===== src/rtl/sync_filter_edge.sv =====
// sync_filter_edge: multi-channel input synchronizer with a per-channel glitch filter
// and registered rise/fall/changed pulses. The filter can be bypassed at run time.
module sync_filter_edge #(
    parameter int unsigned      DEPTH       = 2,
    parameter int unsigned      WIDTH       = 1,
    parameter int unsigned      FILT_CYCLES = 4,
    parameter logic [WIDTH-1:0] RST_VAL     = '0
) (
    input  logic             clkIn,
    input  logic             rstNIn,
    input  logic [WIDTH-1:0] DIn,
    input  logic             filtEnIn,
    output logic [WIDTH-1:0] QOut,
    output logic [WIDTH-1:0] riseOut,
    output logic [WIDTH-1:0] fallOut,
    output logic             changedOut
);

    localparam int unsigned CntW = $clog2(FILT_CYCLES + 1);
    // Last count before a differing value is accepted, and the counter's ceiling.
    localparam logic [CntW-1:0] CntMax = CntW'(FILT_CYCLES - 1);
    localparam logic [CntW-1:0] CntSat = CntW'(FILT_CYCLES);

    if (DEPTH < 2 || WIDTH < 1 || FILT_CYCLES < 1) begin : gParamCheck
        $fatal(1, "sync_filter_edge: need DEPTH >= 2, WIDTH >= 1, FILT_CYCLES >= 1");
    end

    // Stage 0 is the metastability-exposed capture flop; stage DEPTH-1 is the usable value.
    (* shreg_extract = "no", async_reg = "true" *)
    logic [DEPTH-1:0][WIDTH-1:0] syncQ;
    logic [WIDTH-1:0]            syncVal;

    logic [WIDTH-1:0][CntW-1:0]  cntQ, cntD;
    logic [WIDTH-1:0]            qQ, qD;
    logic [WIDTH-1:0]            riseQ, riseD;
    logic [WIDTH-1:0]            fallQ, fallD;
    logic                        changedQ, changedD;

    assign syncVal = syncQ[DEPTH-1];

    // Synchronizer chain: plain shift, every stage resets to RST_VAL.
    always_ff @(posedge clkIn or negedge rstNIn) begin
        if (!rstNIn) begin
            syncQ <= {DEPTH{RST_VAL}};
        end else begin
            syncQ <= {syncQ[DEPTH-2:0], DIn};
        end
    end

    // Per-channel filter: a differing value must persist FILT_CYCLES edges to be accepted.
    always_comb begin
        for (int i = 0; i < int'(WIDTH); i++) begin
            cntD[i] = '0;
            qD[i]   = qQ[i];
            if (filtEnIn) begin
                if (syncVal[i] == qQ[i]) begin
                    cntD[i] = '0;
                end else if (cntQ[i] == CntMax) begin
                    qD[i]   = syncVal[i];
                    cntD[i] = '0;
                end else if (cntQ[i] == CntSat) begin
                    cntD[i] = cntQ[i];
                end else begin
                    cntD[i] = cntQ[i] + 1'b1;
                end
            end else begin
                // Bypass: follow the synchronizer directly and drop any partial count.
                qD[i] = syncVal[i];
            end
        end
    end

    // Edge pulses are computed from the next QOut so they line up with the new level.
    always_comb begin
        riseD    = qD & ~qQ;
        fallD    = ~qD & qQ;
        changedD = |(riseD | fallD);
    end

    // Filtered level, counters and pulse registers.
    always_ff @(posedge clkIn or negedge rstNIn) begin
        if (!rstNIn) begin
            cntQ     <= '0;
            qQ       <= RST_VAL;
            riseQ    <= '0;
            fallQ    <= '0;
            changedQ <= 1'b0;
        end else begin
            cntQ     <= cntD;
            qQ       <= qD;
            riseQ    <= riseD;
            fallQ    <= fallD;
            changedQ <= changedD;
        end
    end

    assign QOut       = qQ;
    assign riseOut    = riseQ;
    assign fallOut    = fallQ;
    assign changedOut = changedQ;

endmodule


===== config.mk =====
export PLATFORM = sky130hd
export DESIGN_NAME = sync_filter_edge
export DESIGN_NICKNAME = d
export VERILOG_FILES = /design/src/rtl/sync_filter_edge.sv
export SDC_FILE = /design/constraint.sdc
export NUM_CORES = 1
export LEC_CHECK = 0
export CORE_AREA = 5 5 42 44
export CTS_CLUSTER_SIZE = 40
export DETAILED_ROUTE_END_ITERATION = 8
export DIE_AREA = 0 0 47 49
export SYNTH_ARGS = -nofsm -noshare
export SYNTH_HDL_FRONTEND = slang
export SYNTH_SLANG_ARGS = --single-unit

===== constraint.sdc =====
create_clock -name clkIn -period 1.7 [get_ports clkIn]
set_input_delay 0.34 -clock clkIn [delete_from_list [all_inputs] [get_ports clkIn]]
set_output_delay 0.34 -clock clkIn [all_outputs]
set_load 0.1 [all_outputs]

==> reports/metrics.csv <==
stage;metric;value;unit
outcome;status;completed;
placed_design;pre_cts_ws;0.0432;ns
floorplanning;die_w;47;um
sta;setup_violations;0;
power_and_ir_drop;p_leak;0.249;nW
sta;fmax;669;MHz
detailed_routing;vias;261;
synthesis;ys_warn_count;0;
clock_tree;cts-resized-gates;0;
floorplanning;placeableCoreArea;0.00140;mm^2
sta;fin_tns_setup;0;ns
detailed_routing;drcViolationCount;0;
worst_setup_path;crit_path_max_fanout;3;
sta;setup_ws;0.205;ns
synthesis;syn_area_per_cell;11.5;um^2
sta;rsz0062_at_grt;false;
detailed_routing;wirelength;575;um
synthesis;yosysUniqueCellTypes;13;
clock_tree;cts_setup_buffers;0;
worst_setup_path;crit_arrival;1.65;ns
cells_and_area;drive_gt1_share;20.5;%
clock_tree;hold_buffers;0;
sta;drv_slew;0;
placed_design;hpwl;481;um
sta;hold_viol;0;
worst_setup_path;cp_common_cell;ha_1;
detailed_routing;postRouteAntennaNets;0;
global_routing;antenna_found_initial;0;
clock_tree;root_buffer;clkbuf_4;
synthesis;synth_cells;33;
synthesis;netlist_area;380;um^2
worst_setup_path;end_kind;flop;
clock_tree;insertion_delay;0.25;ns
worst_setup_path;cp_slowest_stage_delay;0.39;ns
clock_tree;clk_pin_slew_worst_paths;0.06;ns
detailed_routing;wl_per_cell;9.58;um
clock_tree;h-tree-depth;1;
placed_design;globalplace.congestion;0.607;
cells_and_area;design_area;537;um^2
global_routing;grt_start_max_net_pins;10;
global_routing;grt_pass1_wl;1070;um
worst_setup_path;crit_chain;ha_1 -> nand2b_2 -> nand2_2 -> mux2_1 -> ha_1 -> inv_1;
placed_design;placed_cell_area;510;um^2
synthesis;syn-num-nets;40;
global_routing;grt_pass1_vias;275;
cells_and_area;num_antenna_cells;0;
worst_setup_path;crit_required;1.85;ns
sta;min_period_over_period;87.9;%
worst_setup_path;start_kind;flop;
floorplanning;fp-row-count;14;
floorplanning;start_util;27.1;%
power_and_ir_drop;powerDensity;1100;mW/mm^2
floorplanning;pin_count;8;
clock_tree;cts.sinks;9;
floorplanning;die_y;49;um
detailed_routing;viasPerCell;4.35;
clock_tree;clk_path_buf_depth;2;
worst_hold_path;hold_class;reg2reg;
power_and_ir_drop;power;0.592;mW
cells_and_area;finalNetCount;52;
global_routing;grt_overflow;0;
floorplanning;fp.dieArea;0.00230;mm^2
clock_tree;numCtsBuffers;3;
worst_setup_path;critical-path-slowest-cell;dfrtp_1;
detailed_routing;drt_iter0_drc;1;
detailed_routing;first_pass_iters;2;
worst_setup_path;crit_type;reg2reg;
sta;min_period;1.49;ns
global_routing;grtUsageTotal;6.67;%
synthesis;ys_seq_area_share;59.2;%
power_and_ir_drop;ir_worst_vdd;606;uV
synthesis;ys_ff_latch;9;
sta;worst_hold_slack;0.350;ns
sta;maxSlewHeadroom;73.2;%
placed_design;io_buffers;7;
sta;worst_slew_pin_slew;0.400;ns
sta;fin_skew;0.00452;ns
cells_and_area;syn_to_final_growth;41.1;%
job;max_cap_viol_count;0;
clock_tree;cts_tree;built;
-- registers in the layout, indices dropped and copies added (netlist names) --
signal	flops
cntQ	3
QOut	1
changedOut	1
fallOut	1
riseOut	1
syncQ	1
syncVal	1
-- area by class of cell --
type	instances	area, um^2
well taps	16	20.0
multi-input cells	19	136
inverters	5	18.8
clock buffers	4	26.3
repair buffers	7	110
flip-flops and latches	9	225
fillers	153	865
-- final timing paths --
path,from,end,slack (ns),depth (start not counted)
max,cntQ[0]$_DFFE_PN0P_,changedOut$_DFF_PN0_,0.21,6
min,syncQ[0]$_DFF_PN0_,syncVal$_DFF_PN0_,0.35,0
max reg2reg,cntQ[0]$_DFFE_PN0P_,changedOut$_DFF_PN0_,0.21,6
min reg2reg,syncQ[0]$_DFF_PN0_,syncVal$_DFF_PN0_,0.35,0
max in group asynchronous,rstNIn,cntQ[2]$_DFFE_PN0P_,1.04,1
min in group asynchronous,rstNIn,riseOut$_DFF_PN0_,0.38,1
-- where the power goes --
group | internal (mW) | switching, mW
Combinational | 0.0667 | 0.118
Clock | 0.0900 | 0.0673
Sequential | 0.233 | 0.0177
-- kinds of logic (layout without fill, tap and decap cells) --
logic type | count (synthesis) | after routing | share of synthesized area [%]
DFF | 9 | 9 | 59.2
and+or+nand+nor | 9 | 9 | 11.8
buffers and inverters | 5 | 16 | 4.93
AOI/OAI and AO/OA | 4 | 4 | 5.92
adders and majority gates | 3 | 3 | 9.87
muxes | 2 | 2 | 5.92
xor gates and xnor gates | 1 | 1 | 2.30
-- synthesized netlist by cell type --
cell type	n	area share, %
ha_1	3	9.9
mux2_1	2	5.9
nand2_2	1	1.6
xor2_1	1	2.3
nor2_1	1	0.99
dfrtp_1	9	59
nand2b_2	1	2.3
inv_1	5	4.9
o21ai_0	1	1.3
nand2_1	3	3.0
nand3_1	3	3.9
a21oi_1	2	2.6
a211oi_1	1	2.0
-- cell usage in the layout (no fill, tap or decap), drive strengths merged --
master,instances
dfrtp,9
inv,5
buf,4
nand2,4
clkbuf,4
nand3,3
ha,3
clkdlybuf4s50,3
mux2,2
a21oi,2
nand2b,1
a211oi,1
xor2,1
o21ai,1
nor2,1
-- routing by layer --
layer | up-vias | share of wire [%] | GRT usage [%]
met5 | - | 0 | 0
met4 | 0 | 2.6 | 5.53
met3 | 2 | 3.8 | 2.21
met2 | 8 | 52 | 9.73
met1 | 120 | 41 | 7.42
li1 | 131 | - | -
-- stage by stage --
step | cells | util (%)
after floorplan | 33 | -
after global placement | 56 | 36.4
after detailed placement | 56 | 36.4
after CTS | 60 | 38.3
after global routing | 60 | 38.3
final | 60 | 38.3
-- worst max-delay path, delay by kind of cell, from the launching register on --
kind / cells / cell delay, ns
buffers and inverters: 1 / 0.03
multiplexers: 1 / 0.31
adder cells (fa/ha/maj): 2 / 0.50
flip-flops: 1 / 0.39
AND/OR/NAND/NOR: 2 / 0.17
(Power assumes the default switching activity.)
